[config.mk]
export PLATFORM = sky130hd
export DESIGN_NAME = qspi_flash_responder
export DESIGN_NICKNAME = d
export VERILOG_FILES = /design/src/rtl/qspi_flash_responder.sv
export SDC_FILE = /design/constraint.sdc
export NUM_CORES = 1
export LEC_CHECK = 0
export CORE_MARGIN = 2
export CORE_UTILIZATION = 43
export CTS_CLUSTER_DIAMETER = 120
export DETAILED_ROUTE_END_ITERATION = 16
export SYNTH_ARGS = -nofsm -noshare
export SYNTH_HDL_FRONTEND = slang
export SYNTH_SLANG_ARGS = --single-unit
[constraint.sdc]
create_clock -name h_clk -period 2.6 [get_ports h_clk]
set_input_delay 0.52 -clock h_clk [delete_from_list [all_inputs] [get_ports h_clk]]
set_output_delay 0.52 -clock h_clk [all_outputs]
set_load 0.02 [all_outputs]
[src/rtl/qspi_flash_responder.sv]
// ---------------------------------------------------------------------------
// qspi_flash_responder
//   Flash-side QSPI target. SCLK, CS_N and IO are oversampled on h_clk, the
//   opcode is decoded and the address is collected. Reads are then served from
//   a 32-bit word memory port and writes are accepted into it. Data moves on
//   IO1 (single-line ops) or IO3..IO0 (quad ops). SPI mode 0 is used: inputs
//   are captured on SCLK rise and outputs change on SCLK fall.
//
// Ports
//   h_clk, h_rstn    system clock / synchronous active-low reset
//   qspi_sclk_in     SCLK from the controller (CPOL=0), asynchronous to h_clk
//   qspi_cs_n_in     chip select, active-low
//   qspi_io_in       IO3..IO0 pin values
//   qspi_io_out      IO3..IO0 drive values
//   qspi_io_oe       per-line output enable (1 = drive)
//   mem_addr_out     word address for memory reads and writes
//   mem_rd_en_out    1-cycle read strobe; mem_rdata_in is valid one h_clk later
//   mem_rdata_in     read data
//   mem_wr_en_out    1-cycle write strobe, qualifies mem_wdata_out
//   mem_wdata_out    write data
//   addr4_mode_out   sticky 4-byte-address mode (set by B7h, cleared by E9h)
//   cmd_err_out      1-cycle pulse on an unsupported opcode
// ---------------------------------------------------------------------------
module qspi_flash_responder #(
   parameter int ADDR_W       = 24,
   parameter int DUMMY_CYCLES = 0
) (
   input  logic              h_clk,
   input  logic              h_rstn,
   input  logic              qspi_sclk_in,
   input  logic              qspi_cs_n_in,
   input  logic [3:0]        qspi_io_in,
   output logic [3:0]        qspi_io_out,
   output logic [3:0]        qspi_io_oe,
   output logic [ADDR_W-1:0] mem_addr_out,
   output logic              mem_rd_en_out,
   input  logic [31:0]       mem_rdata_in,
   output logic              mem_wr_en_out,
   output logic [31:0]       mem_wdata_out,
   output logic              addr4_mode_out,
   output logic              cmd_err_out
);

   typedef enum logic [2:0] {
      S_IDLE, S_CMD, S_ADDR, S_DUMMY, S_RD_DATA, S_WR_DATA, S_IGNORE
   } state_t;

   state_t r_state, w_next_state;

   // Pin synchronisers and SCLK edge detection
   logic       r_sclk_meta, r_sclk_sync, r_sclk_prev;
   logic       r_cs_meta, r_cs_sync;
   logic [3:0] r_io_meta, r_io_sync;
   logic       w_sclk_rise, w_sclk_fall, w_cs_high;

   // Datapath state
   logic [5:0]        r_bit_cnt;
   logic [31:0]       r_shift;
   logic [31:0]       r_rd_shift;
   logic [ADDR_W-1:0] r_addr;
   logic [31:0]       r_wdata;
   logic [3:0]        r_io_out, r_io_oe;
   logic              r_mem_rd_en, r_mem_wr_en, r_rd_pend;
   logic              r_addr4_mode, r_cmd_err;
   logic              r_quad, r_4b, r_read, r_dummy;

   // Decode / shift helpers
   logic [31:0] w_shift_1, w_shift_4, w_shift_next;
   logic [7:0]  w_opcode;
   logic        w_dec_known, w_dec_rw, w_dec_read, w_dec_quad, w_dec_4b;
   logic        w_dec_dummy, w_dec_set4, w_dec_clr4;
   logic [5:0]  w_addr_last, w_data_last, w_dummy_last;
   logic        w_use_dummy;
   logic        w_unused;

   always_ff @(posedge h_clk) begin
      if (!h_rstn) begin
         r_sclk_meta <= 1'b0;
         r_sclk_sync <= 1'b0;
         r_sclk_prev <= 1'b0;
         r_cs_meta   <= 1'b1;
         r_cs_sync   <= 1'b1;
         r_io_meta   <= '0;
         r_io_sync   <= '0;
      end else begin
         // NOTE: non-blocking assignments so each stage samples its pre-edge
         // input, giving a real two-flop chain instead of a single wire.
         r_sclk_meta <= qspi_sclk_in;
         r_sclk_sync <= r_sclk_meta;
         r_sclk_prev <= r_sclk_sync;
         r_cs_meta   <= qspi_cs_n_in;
         r_cs_sync   <= r_cs_meta;
         r_io_meta   <= qspi_io_in;
         r_io_sync   <= r_io_meta;
      end
   end

   assign w_sclk_rise = r_sclk_sync & ~r_sclk_prev;
   assign w_sclk_fall = ~r_sclk_sync & r_sclk_prev;
   assign w_cs_high   = r_cs_sync;

   assign w_shift_1    = {r_shift[30:0], r_io_sync[0]};
   assign w_shift_4    = {r_shift[27:0], r_io_sync};
   assign w_shift_next = r_quad ? w_shift_4 : w_shift_1;
   assign w_opcode     = w_shift_1[7:0];

   assign w_addr_last  = r_quad ? (r_4b ? 6'd7 : 6'd5) : (r_4b ? 6'd31 : 6'd23);
   assign w_data_last  = r_quad ? 6'd7 : 6'd31;
   assign w_use_dummy  = r_dummy && (DUMMY_CYCLES != 0);
   assign w_dummy_last = 6'(DUMMY_CYCLES - 1);

   // Byte-address bits [1:0] and bits above the word address are dropped.
   assign w_unused = ^{w_shift_next, r_shift[31]};

   always_comb begin
      // NOTE: every output gets a default before the case so no path leaves
      // one unassigned, which would otherwise infer a latch.
      w_dec_known = 1'b1;
      w_dec_rw    = 1'b1;
      w_dec_read  = 1'b0;
      w_dec_quad  = 1'b0;
      w_dec_4b    = r_addr4_mode;
      w_dec_dummy = 1'b0;
      w_dec_set4  = 1'b0;
      w_dec_clr4  = 1'b0;
      case (w_opcode)
         8'h03: w_dec_read = 1'b1;
         8'hEB: begin w_dec_read = 1'b1; w_dec_quad = 1'b1; w_dec_dummy = 1'b1; end
         8'h02: ;
         8'h32: w_dec_quad = 1'b1;
         8'h13: begin w_dec_read = 1'b1; w_dec_4b = 1'b1; end
         8'hEC: begin
            w_dec_read = 1'b1; w_dec_quad = 1'b1; w_dec_4b = 1'b1; w_dec_dummy = 1'b1;
         end
         8'hB7: begin w_dec_rw = 1'b0; w_dec_set4 = 1'b1; end
         8'hE9: begin w_dec_rw = 1'b0; w_dec_clr4 = 1'b1; end
         default: begin w_dec_known = 1'b0; w_dec_rw = 1'b0; end
      endcase
   end

   always_ff @(posedge h_clk) begin
      if (!h_rstn) r_state <= S_IDLE;
      else         r_state <= w_next_state;
   end

   always_comb begin
      w_next_state = r_state;
      if (w_cs_high) begin
         w_next_state = S_IDLE;
      end else begin
         case (r_state)
            S_IDLE: w_next_state = S_CMD;
            S_CMD:
               if (w_sclk_rise && r_bit_cnt == 6'd7)
                  w_next_state = w_dec_rw ? S_ADDR : S_IGNORE;
            S_ADDR:
               if (w_sclk_rise && r_bit_cnt == w_addr_last) begin
                  if (!r_read)          w_next_state = S_WR_DATA;
                  else if (w_use_dummy) w_next_state = S_DUMMY;
                  else                  w_next_state = S_RD_DATA;
               end
            S_DUMMY:
               if (w_sclk_rise && r_bit_cnt == w_dummy_last) w_next_state = S_RD_DATA;
            default: ;
         endcase
      end
   end

   always_ff @(posedge h_clk) begin
      if (!h_rstn) begin
         r_bit_cnt    <= '0;
         r_shift      <= '0;
         r_rd_shift   <= '0;
         r_addr       <= '0;
         r_wdata      <= '0;
         r_io_out     <= '0;
         r_io_oe      <= '0;
         r_mem_rd_en  <= 1'b0;
         r_mem_wr_en  <= 1'b0;
         r_rd_pend    <= 1'b0;
         r_addr4_mode <= 1'b0;
         r_cmd_err    <= 1'b0;
         r_quad       <= 1'b0;
         r_4b         <= 1'b0;
         r_read       <= 1'b0;
         r_dummy      <= 1'b0;
      end else begin
         r_mem_rd_en <= 1'b0;
         r_mem_wr_en <= 1'b0;
         r_cmd_err   <= 1'b0;
         r_rd_pend   <= r_mem_rd_en;
         // The write strobe used the current address; step on afterwards.
         if (r_mem_wr_en) r_addr <= r_addr + ADDR_W'(1);

         if (w_cs_high) begin
            // Frame over: drop partial words and any read still in flight.
            r_io_oe   <= '0;
            r_io_out  <= '0;
            r_bit_cnt <= '0;
            r_shift   <= '0;
            r_rd_pend <= 1'b0;
            r_quad    <= 1'b0;
         end else begin
            case (r_state)
               S_CMD: if (w_sclk_rise) begin
                  r_shift   <= w_shift_1;
                  r_bit_cnt <= r_bit_cnt + 6'd1;
                  if (r_bit_cnt == 6'd7) begin
                     r_bit_cnt <= '0;
                     r_shift   <= '0;
                     r_read    <= w_dec_read;
                     r_quad    <= w_dec_quad;
                     r_4b      <= w_dec_4b;
                     r_dummy   <= w_dec_dummy;
                     r_cmd_err <= ~w_dec_known;
                     if (w_dec_set4) r_addr4_mode <= 1'b1;
                     if (w_dec_clr4) r_addr4_mode <= 1'b0;
                  end
               end
               S_ADDR: if (w_sclk_rise) begin
                  r_shift   <= w_shift_next;
                  r_bit_cnt <= r_bit_cnt + 6'd1;
                  if (r_bit_cnt == w_addr_last) begin
                     r_bit_cnt <= '0;
                     r_shift   <= '0;
                     r_addr    <= w_shift_next[ADDR_W+1:2];
                     if (r_read && !w_use_dummy) r_mem_rd_en <= 1'b1;
                  end
               end
               S_DUMMY: if (w_sclk_rise) begin
                  r_bit_cnt <= r_bit_cnt + 6'd1;
                  if (r_bit_cnt == w_dummy_last) begin
                     r_bit_cnt   <= '0;
                     r_mem_rd_en <= 1'b1;
                  end
               end
               S_RD_DATA: begin
                  if (r_rd_pend) begin
                     r_rd_shift <= mem_rdata_in;
                  end else if (w_sclk_fall) begin
                     if (r_quad) begin
                        r_io_out   <= r_rd_shift[31:28];
                        r_io_oe    <= 4'b1111;
                        r_rd_shift <= {r_rd_shift[27:0], 4'h0};
                     end else begin
                        r_io_out   <= {2'b00, r_rd_shift[31], 1'b0};
                        r_io_oe    <= 4'b0010;
                        r_rd_shift <= {r_rd_shift[30:0], 1'b0};
                     end
                     r_bit_cnt <= r_bit_cnt + 6'd1;
                     // Last bit of the word is on the pins: prefetch the next.
                     if (r_bit_cnt == w_data_last) begin
                        r_bit_cnt   <= '0;
                        r_addr      <= r_addr + ADDR_W'(1);
                        r_mem_rd_en <= 1'b1;
                     end
                  end
               end
               S_WR_DATA: if (w_sclk_rise) begin
                  r_shift   <= w_shift_next;
                  r_bit_cnt <= r_bit_cnt + 6'd1;
                  if (r_bit_cnt == w_data_last) begin
                     r_bit_cnt   <= '0;
                     r_shift     <= '0;
                     r_wdata     <= w_shift_next;
                     r_mem_wr_en <= 1'b1;
                  end
               end
               S_IGNORE: r_io_oe <= '0;
               default: begin
                  r_bit_cnt <= '0;
                  r_shift   <= '0;
                  r_quad    <= 1'b0;
               end
            endcase
         end
      end
   end

   assign qspi_io_out    = r_io_out;
   assign qspi_io_oe     = r_io_oe;
   assign mem_addr_out   = r_addr;
   assign mem_rd_en_out  = r_mem_rd_en;
   assign mem_wr_en_out  = r_mem_wr_en;
   assign mem_wdata_out  = r_wdata;
   assign addr4_mode_out = r_addr4_mode;
   assign cmd_err_out    = r_cmd_err;

endmodule
# == Word level (Yosys, flattened, before mapping) ==
# Cells that the tools add are included.
# word_totals
rom_bits,0
ff_bits,157
out_inout_bits,68
memories,0
latchBits,0
inputBits,40
ram_bits,0
# op_classes
reduce_logical,28
n_lt_le_gt_ge,0
n_mul,0
n_eq_ne,28
n_addsub,2
n_shift,0
muxes,66
n_div,0
bitwise_logic,15
# op_table
op,count
2-to-1 mux 31 bit,6
2-to-1 mux 24 bit,7
2-to-1 mux 32 bit,4
case mux 31 bit (4 select lines),1
2-to-1 mux 6 bit,10
case mux 24 bit (2 select lines),1
case mux 6 bit (6 select lines),1
equality test 8 bit (second input constant),4
adder 24 x 1 -> 24 bit (second input constant),1
2-to-1 mux 1 bit,20
2-to-1 mux 4 bit,5
inequality test 2 bit (second input constant),10
equality test 8 x 2 -> 1 bit (second input constant),2
AND reduction 4 bit,4
inverter 1 bit,13
equality test 6 x 5 -> 1 bit,2
2-to-1 mux 3 bit,4
case mux 3 bit (4 select lines),1
AND reduction 3 bit,4
2-to-1 mux 5 bit,2
OR reduction 5 bit,2
equality test 3 bit (second input constant),3
equality test 8 x 5 -> 1 bit (second input constant),1
equality test 8 x 6 -> 1 bit (second input constant),1
21 further kinds,30

# == Depth between registers and ports, before layout ==
# depth
ltp_word,7
mapped_depth,9

# == Least setup slack after synthesis ==
# OpenSTA, ideal clock, no wires.
# synth_timing
path_kind,reg-to-reg
start,reg r_addr[0] (netlist: mem_addr_out[0])
end,reg r_addr[23] (netlist: mem_addr_out[23])
path_stages_with_launch,7
arrival_time_ps,2177
setup_ps,114
slack_ps,309
n_path_buf,0
required_ps,2486
synth_period_minus_slack_ps,2291
cell_sequence,dfxtp_1 nand4_1 nor4_2 or3b_2 xor2_1 o22ai_1 a21o_1
# synth_via
elab_chain_len,7
word_cells_on_any_way,9
cone_classes,add/sub (1); mux (8)
# synth_rtl
element,line_no,text
start: declaration,60,logic [ADDR_W-1:0] r_addr;
start signal: assignment,193,if (r_mem_wr_en) r_addr <= r_addr + ADDR_W'(1);
start signal: assignment,226,r_addr <= w_shift_next[ADDR_W+1:2];
start signal: assignment,254,r_addr <= r_addr + ADDR_W'(1);
adder 24 x 1 -> 24 bit (*),"193, 254",
2-to-1 mux 24 bit,193,
2-to-1 mux 24 bit,252,if (r_bit_cnt == w_data_last) begin
2-to-1 mux 24 bit,240,end else if (w_sclk_fall) begin
2-to-1 mux 24 bit,238,if (r_rd_pend) begin
case mux 24 bit (2 select lines),204,case (r_state)
2-to-1 mux 24 bit (*),195,if (w_cs_high) begin
# Every way passes the cells marked *; elsewhere a longest branch is shown, timed or not.
# A chain may end at the register's enable or synchronous reset.

# == Final worst setup path ==
# layout_timing
start,reg r_bit_cnt[4]
end,reg r_shift[25]
# layout_via
elab_chain_len,4
word_cells_on_any_way,10
cone_classes,eq/ne (3); mux (7)
# layout_rtl
element,line_no,text
start: declaration,57,logic [5:0] r_bit_cnt;
start signal: assignment,207,r_bit_cnt <= r_bit_cnt + 6'd1;
start signal: assignment,222,r_bit_cnt <= r_bit_cnt + 6'd1;
start signal: assignment,231,r_bit_cnt <= r_bit_cnt + 6'd1;
equality test 6 x 5 -> 1 bit (tied with other cells),262,if (r_bit_cnt == w_data_last) begin
"2-to-1 mux 31 bit, on equally long branches","262, 208, 223",
"2-to-1 mux 31 bit, on equally long branches","259, 205, 220",
case mux 31 bit (4 select lines) (*),204,
end signal: assignment,206,r_shift <= w_shift_1;
end signal: assignment,221,r_shift <= w_shift_next;
end signal: assignment,260,r_shift <= w_shift_next;
end: declaration,58,logic [31:0] r_shift;
# Every way passes the cells marked *; elsewhere a longest branch is shown, timed or not. The select of a mux whose other input is x is not followed.

==> metrics.md <==
| Metric | Value |
|---|---|
| Sequential power share | 0.461 |
| Worst Hold Class | flip-flop to flip-flop |
| TritonCTS clock tree | built |
| Multi-input gate area | 4770 um2 |
| Max-Cap Viols | 0 |
| Layout cell share with drive strength beyond 1 | 0.0948 |
| CTS HTree Levels | 4 |
| Count of different cell masters after synthesis | 72 |
| Antenna cell count | 0 |
| Clk pwr share | 0.509 |
| Logic gate share of total power | 0.030 |
| M2 GR Usage | 0.413 |
| Total track usage | 0.247 |
| Setup-failing EPs final | 0 |
| Busiest grt layer | met2 |
| WHS | 0.433 ns |
| Unrepaired setup endpoints after global routing | no |
| Crit path launch type | flip-flop |
| Reg2Reg Launch Point | r_bit_cnt[4] |
| YS warnings | 0 |
| Final GP Congestion | 0.877 |
| Routed wire length | 24.3 mm |
| Hold Crit Endpoint | r_cs_sync |
| Fin Setup TNS | 0 ns |
| Seq/Total Area, Yosys | 0.378 |
| Vias | 7611 |
| Clock sink total | 155 |
| Critical path's top delay family | compound AO/OA/AOI/OAI gates |
| Cell Count, Final, Fillers Out | 1331 |
| Outcome | finished, final reports clean |
| CP Max Fanout | 11 |
| Vias per inst | 5.72 |
| Critical Path Max Stage Delay | 0.57 ns |
| Max clock buf depth | 2 |
| Sw power | 0.00114 W |
| First-pass iteration count of the detailed router | 5 |
| CTS root buffer | clkbuf_16 |
| Int Pwr | 0.00404 W |
| Reg2reg setup slack | 0.23 ns |
| CP Data Required Time | 2.91 ns |
| Die Wd | 142 um |
| Worst R2R End | r_shift[25] |
| Register area | 3110 um2 |
| Actual slew at the worst max-slew pin | 0.731 ns |
| Hold Path Stages | 1 |
| Layout Skew | 0.00970 ns |
| IO Pins | 108 |
| DR iter-0 viols | 591 |
| Row Count | 50 |
| DRT antenna net count | 0 |
| Post-CTS setup buffer count | 0 |
| Largest net degree at the start of global routing | 82 |
| Yosys reg bits | 155 |
| Async SR Flop Fraction | 0 |
| Util after Layout | 0.551 |
| Fmax | 422 MHz |
| Global-route wire length before repair | 39.6 mm |
| Initial antenna violation count | 0 |
| CTS Buf Count | 17 |
| Final instance area | 10300 um2 |
| Placed cells | 1299 |
| CP cell instances | nand4b_1 > a21oi_1 > o22ai_1 > and3_1 > a221o_1 |
| Placed standard-cell area | 9680 um2 |
| Cell area after synthesis | 8220 um2 |
| Die Span Y | 142 um |
| Most used flip-flop cell after synthesis | dfxtp_1 |
| Met1 usage | 0.321 |
| R2r worst-path depth | 5 |
| CP Capture Type | flip-flop |
| Number of synthesized flops with an enable pin | 0 |
| CP Class | flip-flop to flip-flop |
| Net Sw Frac | 0.221 |
| Vias in the first global route | 7322 |
| Worst relative slew slack | 0.511 |
| Hold Path Origin | r_cs_meta |
| Clk_lat worst skew | 0.43 ns |
| Synth Instances | 994 |
| Slowest CP cell | dfxtp_1 |
| Fillers | 1794 |
| Die ar. | 20200 um2 |
| DP Wirelength | 16.7 mm |
| Placeable Area | 18700 um2 |
| Leak | 3.26 nW |
| WL/cell | 18.3 um |
| Drt drc | 0 |
| Critical path buffer and inverter count | 0 |
| Arrival time worst endpoint | 2.68 ns |
| Synth-to-layout area growth | 25.4% |
| Clock-pin slew on the worst setup and hold paths | 0.07 ns |
| Syn Area/Cell | 8.27 um2 |
| Power per cell area | 503 nW/um2 |
| M3 GR Usage | 0.0414 |
| Tmin final | 2.37 ns |
| Final period utilization | 0.911 |
| Syn Nets | 1036 |
| Peak supply drop | 0.000482 V |
| GRT Residual Overflow | 0 |
| Initial Util | 0.439 |
| Pins Over Slew Limit | 0 |
| I/O Buffers | 107 |
| Nets | 1126 |
| Final hold violation count | 0 |
-- cells in the final DEF, fill, tap and decap left out, types with 5 or more instances in the layout --
| master | instances |
|---|---|
| nor2_1 | 154 |
| dfxtp_1 | 152 |
| clkdlybuf4s50_1 | 107 |
| a21oi_1 | 84 |
| mux2i_1 | 56 |
| nand2_1 | 50 |
| a211oi_1 | 43 |
| buf_4 | 39 |
| o21ai_0 | 30 |
| xnor2_1 | 30 |
| nand3_1 | 29 |
| o22ai_1 | 22 |
| xor2_1 | 17 |
| clkbuf_16 | 17 |
| and3_1 | 16 |
| nand2b_1 | 14 |
| inv_1 | 14 |
| a22oi_1 | 13 |
| and2_1 | 13 |
| a221o_1 | 12 |
| nor3_1 | 12 |
| o211ai_1 | 12 |
| o22a_1 | 11 |
| nor2b_1 | 9 |
| a21o_1 | 9 |
| nand4_1 | 8 |
| a32oi_1 | 7 |
| o32ai_1 | 6 |
| o21a_1 | 5 |
| nor3b_1 | 5 |
| or3b_2 | 5 |
| nor4_1 | 5 |
| inv_6 | 5 |
| buf_12 | 5 |
-- flip-flops by register name, indices dropped and copies added (netlist names), 2 cells and up --
register,flops
mem_wdata_out,32
r_io_meta,4
qspi_io_out,4
r_io_sync,4
r_shift,31
r_state,3
mem_addr_out,24
qspi_io_oe,2
r_bit_cnt,6
r_rd_shift,32
-- final cells by class --
| type | instances | share of cell area |
|---|---|---|
| multi-input combinational | 744 | 0.463 |
| sequential | 155 | 0.302 |
| timing repair buffer | 151 | 0.142 |
| clock buffer | 21 | 0.0447 |
| tap | 234 | 0.0284 |
| clock inverter | 11 | 0.0152 |
| inverter | 15 | 0.00546 |
-- Yosys cell counts, drive strengths merged, types with 4 or more instances --
library cell | instances | area (um2)
nor2 | 154 | 578
a221o | 12 | 120
a22oi | 13 | 97.6
o32ai | 6 | 52.6
mux2i | 56 | 561
a21oi | 84 | 420
a32oi | 7 | 61.3
buf | 23 | 110
nand2b | 14 | 87.6
nor4 | 7 | 56.3
nor2b | 9 | 56.3
o22a | 11 | 96.3
o21ai | 33 | 165
dfxtp | 155 | 3100
or4 | 4 | 33.8
o211ai | 13 | 103
nor3b | 6 | 50.1
nand4 | 9 | 71.3
clkbuf | 57 | 214
xnor2 | 30 | 263
and3 | 17 | 106
nor3 | 12 | 60.1
nand3 | 30 | 155
inv | 15 | 56.3
and2 | 15 | 93.8
o22ai | 22 | 138
o21a | 5 | 37.5
nand2 | 50 | 188
a211oi | 43 | 323
or3b | 5 | 43.8
xor2 | 17 | 149
a2111oi | 6 | 115
a21o | 9 | 67.6
-- how the worst max path moves through the flow --
stage / startpoint / endpoint / cells past startpoint
floorplan: mem_addr_out[0] / mem_addr_out[23] / 6
global placement: r_bit_cnt[1] / r_shift[25] / 7
detailed placement: r_bit_cnt[1] / r_shift[25] / 7
CTS: r_bit_cnt[1] / r_shift[25] / 7
global route: r_bit_cnt[4] / r_shift[15] / 5
finish: r_bit_cnt[4] / r_shift[25] / 5
-- cell families (layout without fill, tap and decap cells) --
logic type               Yosys count  count (layout)  share of synthesized area
buffers and inverters             95             198                     0.0463
adder cells (fa/ha/maj)            2               2                    0.00305
multiplexers                      57              57                     0.0696
AO/OA/AOI/OAI                    292             292                      0.247
AND/OR/NAND/NOR                  346             346                      0.206
flip-flops                       155             155                      0.378
XOR/XNOR                          47              47                     0.0501
-- what timing repair did --
action                                  4_1_cts  5_1_grt
hold buffers                                  0        0
endpoints found under the setup margin        0       23
resized for setup                             0        3
-- metrics by stage --
stage                     worst slack, ns  power [W]
final                               0.231    0.00519
after global routing               0.0876    0.00534
after CTS                          0.0793    0.00522
after detailed placement            0.106    0.00260
after global placement              0.174    0.00260
after floorplan                     0.309    0.00250
-- metal layers --
layer	share of wire	vias to the layer above	wire, um
met4	0.027	0	646
met2	0.48	213	11700
li1	-	3804	-
met1	0.45	3559	10900
met5	0	-	0
met3	0.047	35	1140
-- power groups by stage --
stage	sequential (W)	combinational [W]	clock, W
6_report	0.00239	0.000154	0.00264
5_1_grt	0.00239	0.000166	0.00278
4_1_cts	0.00239	0.000155	0.00268
3_5_place_dp	0.00244	0.000154	0
3_3_place_gp	0.00244	0.000155	0
2_1_floorplan	0.00244	0.0000603	0
-- worst register-to-register path, stage by stage, from the launching register on --
cell and delay [ns]:
dfxtp_1 0.57, nand4b_1 0.24, a21oi_1 0.52, o22ai_1 0.18
and3_1 0.34, a221o_1 0.41
(Power assumes the default switching activity.)
